### config.mk
export PLATFORM = sky130hd
export DESIGN_NAME = neuron_pipeline_sched
export DESIGN_NICKNAME = d
export VERILOG_FILES = /design/src/rtl/neuron_pipeline_sched.sv
export SDC_FILE = /design/constraint.sdc
export NUM_CORES = 1
export LEC_CHECK = 0
export ABC_AREA = 1
export ABC_CLOCK_PERIOD_IN_PS = 4400
export CAP_MARGIN = 30
export CORE_UTILIZATION = 45
export DETAILED_ROUTE_END_ITERATION = 10
export GPL_TIMING_DRIVEN = 0
export PLACE_DENSITY = 0.78
export SYNTH_ARGS = -nofsm -noshare
export SYNTH_HDL_FRONTEND = slang
export SYNTH_SLANG_ARGS = --single-unit
### constraint.sdc
create_clock -name neuron_clk -period 4.4 [get_ports neuron_clk]
set_clock_uncertainty 0.2 [all_clocks]
set_input_delay 0.44 -clock neuron_clk [delete_from_list [all_inputs] [get_ports neuron_clk]]
set_output_delay 0.44 -clock neuron_clk [all_outputs]
set_load 0.02 [all_outputs]
### src/rtl/neuron_pipeline_sched.sv
// rtl/neuron_pipeline_sched.sv - frame sequencer for the time-multiplexed neuron/synapse pipeline
// Optional freeze input enabled by defining NEURON_SCHED_STALL_EN.
module neuron_pipeline_sched #(
    parameter int NN      = 8,
    parameter int FRAME_W = 32
) (
    input  logic               neuron_clk,
    input  logic               reset_sim,
    input  logic               run,
    input  logic               step,
`ifdef NEURON_SCHED_STALL_EN
    input  logic               stall,
`endif
    output logic               busy,
    output logic [NN+2:0]      neuron_counter,
    output logic [NN:0]        neuron_index,
    output logic [1:0]         phase,
    output logic               neuron_write_count,
    output logic               read_clock,
    output logic               write_enable,
    output logic               data_valid,
    output logic               frame_done,
    output logic [FRAME_W-1:0] frame_count
);

    localparam int CW = NN + 3;

    typedef enum logic [1:0] {
        S_IDLE = 2'd0,
        S_RUN  = 2'd1,
        S_LAST = 2'd2
    } state_t;

    state_t             state_q, state_d;
    logic [CW-1:0]      cnt_q, cnt_d;
    logic [FRAME_W-1:0] fc_q, fc_d;
    logic               hold;
    logic               cnt_last;
    logic               strobe_en;

`ifdef NEURON_SCHED_STALL_EN
    assign hold = stall;
`else
    assign hold = 1'b0;
`endif

    assign cnt_last  = &cnt_q;
    assign busy      = (state_q != S_IDLE);
    // A stalled cycle must not look like a RAM access or a frame marker downstream.
    assign strobe_en = busy & ~hold;

    always_ff @(posedge neuron_clk) begin
        if (reset_sim) begin
            state_q <= S_IDLE;
            cnt_q   <= '0;
            fc_q    <= '0;
        end else begin
            state_q <= state_d;
            cnt_q   <= cnt_d;
            fc_q    <= fc_d;
        end
    end

    always_comb begin
        state_d = state_q;
        cnt_d   = cnt_q;
        fc_d    = fc_q;
        case (state_q)
            S_IDLE: begin
                cnt_d = '0;
                if (run) begin
                    state_d = S_RUN;
                end else if (step) begin
                    state_d = S_LAST;
                end
            end
            S_RUN, S_LAST: begin
                if (!hold) begin
                    cnt_d = cnt_q + {{(CW-1){1'b0}}, 1'b1};
                    // Frame boundary: the only point where the sequencer may stop or be promoted.
                    if (cnt_last) begin
                        fc_d    = fc_q + {{(FRAME_W-1){1'b0}}, 1'b1};
                        state_d = run ? S_RUN : S_IDLE;
                    end
                end
            end
            default: begin
                state_d = S_IDLE;
                cnt_d   = '0;
            end
        endcase
    end

    assign neuron_counter     = cnt_q;
    assign neuron_index       = cnt_q[CW-1:2];
    assign phase              = cnt_q[1:0];
    assign neuron_write_count = strobe_en & (cnt_q[1:0] == 2'd0);
    assign read_clock         = strobe_en & (cnt_q[1:0] == 2'd1);
    assign write_enable       = strobe_en & (cnt_q[1:0] == 2'd3);
    assign data_valid         = strobe_en & (cnt_q == '0);
    assign frame_done         = strobe_en & cnt_last;
    assign frame_count        = fc_q;

endmodule

==> metrics.yaml <==
route:
  antenna_left: 0
  wl_per_cell_um: 12.0
  drt_iter0_drc: 159
  dr.pass1.iters: 5
  num_vias: 2827
  via_per_inst: 5.15
  drc_errors: 0
  wl_um: 6570
yosys:
  avgSynthCellArea_sq_um: 6.41
  yosys.area_share.simple: 0.417
  synth.net_count: 416
  synth_fa_ha_area_frac: 0.0288
  ys_seq_area_frac: 0.346
  synth_top_family_by_area: "simple AND/OR/NAND/NOR gates"
  synth_warnings: 0
  muxShareOfSynthArea: 0
  synthDistinctLibCells: 27
  synth_xor_area_frac: 0.00336
  synth_compound_area_frac: 0.0841
  synthCells: 406
  synth_area_sq_um: 2600
  synth_seq_cells: 45
clock_tree:
  cts_max_path_buffers: 2
  cts-resized-gates: 0
  cts_buffers: 5
  clock_sinks: 45
  cts_root_buf: "clkbuf_8"
  cts_tree: "built"
  clkTransAtPathRegs_ns: 0.08
  htreeDepth: 2
  cts_setup_buffers: 0
  clock_latency_ns: 0.30
  holdBufCountCts: 0
timing:
  maxSlewViolCount: 0
  finalCritPeriodShare: 0.657
  period_minus_slack_ns: 2.89
  worst-slew-pin-transition_ns: 0.507
  max_freq_ghz: 0.346
  tns_ns: 0
  hold_violations: 0
  rsz0062_at_grt: "no"
  final-setup-viol-count: 0
  maxSlewHeadroom: 0.662
power_and_ir_drop:
  p_comb_frac: 0.234
  ir_worst_vdd_mv: 0.216
  p_sw_uw: 304
  leakage_nw: 1.30
  seq_power_share: 0.413
  power_frac_clock: 0.353
  p_sw_frac: 0.289
  power_density_nw_per_um2: 304
  internal_power_uw: 747
placed_design:
  gp_congestion: 0.852
  placed_area_sq_um: 3320
  port-buffer-count: 63
  dpl.hpwl_um: 4990
grt:
  top_usage_layer: "met2"
  grt_max_degree: 15
  use_met2: 0.382
  antenna_found_initial: 0
  grt_pass1_vias: 2486
  grt_use_met1: 0.286
  use_met3: 0.0349
  track_usage: 0.223
  grt_overflow: 0
  grt_pass1_wl_um: 11000
final_layout:
  n_antenna_cell: 0
  drive_gt1_frac: 0.0755
  regArea_sq_um: 901
  fin_area_sq_um: 3460
  fillCellCount: 535
  nets: 486
  multi_input_area_sq_um: 1390
  synthToLayoutAreaGrowth_pct: 32.8
floorplanning:
  ios: 64
  core-area_sq_um: 5540
  start_util: 0.470
  dieArea_sq_um: 6090
  die_h_um: 78.1
  rows: 27
  die_x_um: 78.1
setup_path:
  arrival_ns: 2.25
  start_kind: "flop"
  cp_max_fo: 5
  critPathCaptureType: "primary output"
  crit_required_ns: 3.76
  critPathKind: "flop to primary output"
run:
  drv_cap: 0
hold_path:
  worstHoldPathType: "flop to flop"
status:
  outcome: "finished, final reports clean"
-- path summary, 6_finish.rpt --
path,slack [ns],depth (start not counted),endpoint,start
worst max-delay path,1.51,8,data_valid,state_q[0]
worst max register to register,2.34,9,frame_count[6],neuron_counter[0]
worst min-delay path,0.31,2,state_q[1],state_q[1]
worst min register to register,0.31,2,state_q[1],state_q[1]
-- flip-flops by register name, summed over array words and instances (netlist names) --
register / count
neuron_counter: 11
frame_count: 32
state_q: 2
-- power groups by stage --
stage	Combinational (mW)	Clock, mW	Sequential, mW
finish	0.245	0.371	0.434
global route	0.273	0.393	0.437
CTS	0.247	0.376	0.435
detailed placement	0.247	0	0.444
global placement	0.239	0	0.444
floorplan	0.149	0	0.448
-- synthesized netlist by cell type --
master     n  share of area
buf_6      5          0.022
a31oi_1    1         0.0024
buf_4     11          0.032
nor2_8     1         0.0077
nor4_1     1         0.0024
o21a_1     1         0.0029
and3_1     1         0.0024
clkbuf_1   1         0.0014
ha_1       6          0.029
nand3_1   30          0.058
o21ai_1    4         0.0077
nand4_1    9          0.022
a21oi_1   31          0.060
nor2_2     4         0.0096
dfxtp_1   45           0.35
inv_1     42          0.061
nor3_1    11          0.021
inv_4      1         0.0024
buf_1      2         0.0029
o21ai_0    6          0.012
xor2_1     1         0.0034
and2_1     2         0.0048
nand2_1   92           0.13
nand2_2    2         0.0048
nand3_4    1         0.0067
nor2_1    92           0.13
nor2_4     3          0.013
-- stage by stage --
step           instances  worst slack, ns   util  hold slack (ns)  total power, mW
6_report             549             1.51  0.624            0.306             1.05
5_1_grt              549             1.37  0.624            0.332             1.10
4_1_cts              549             1.48  0.624            0.302             1.06
3_5_place_dp         541             1.83  0.600            0.286            0.691
3_3_place_gp         541             1.90  0.600            0.273            0.683
2_1_floorplan        406             2.04      -            0.251            0.597
-- layer usage --
layer / wire length [um] / part of all wire
met5: 0 / 0
met4: 82 / 0.012
met3: 393 / 0.060
met2: 3170 / 0.48
met1: 2930 / 0.45
-- kinds of logic (layout without fill, tap and decap cells) --
logic type      count (synthesis)  after routing
simple gates                  249            249
buf+inv                        62            133
flops                          45             45
compound gates                 43             43
fa+ha+maj                       6              6
xor+xnor                        1              1
-- worst max-delay path: stages (launching register included) --
cell and delay, ns:
dfxtp_1 0.36, inv_1 0.05, ha_1 0.25, inv_1 0.14, nand2_1 0.10, nor3_1 0.15, nand2_1 0.08, nor4_1 0.18
clkdlybuf4s50_1 0.65
-- area by class of cell --
type,count,area share
tap,72,0.0260
buffer,19,0.0434
clock buffer,5,0.0199
inverter,43,0.0474
timing repair buffer,63,0.182
clock inverter,3,0.0188
sequential,45,0.260
multi-input combinational,299,0.402
-- cell usage in the layout (no fill, tap or decap), types with 2 or more instances in the layout --
cell type and n:
a21oi_1 31, and2_1 2, buf_1 2, buf_4 11, buf_6 5, bufinv_16 2
clkbuf_8 5, clkdlybuf4s50_1 63, dfxtp_1 45, ha_1 6, inv_1 42, nand2_1 92
nand2_2 2, nand3_1 30, nand4_1 9, nor2_1 92, nor2_2 4, nor2_4 3
nor3_1 11, o21ai_0 6, o21ai_1 4
Power figures use the tool's default switching activity.
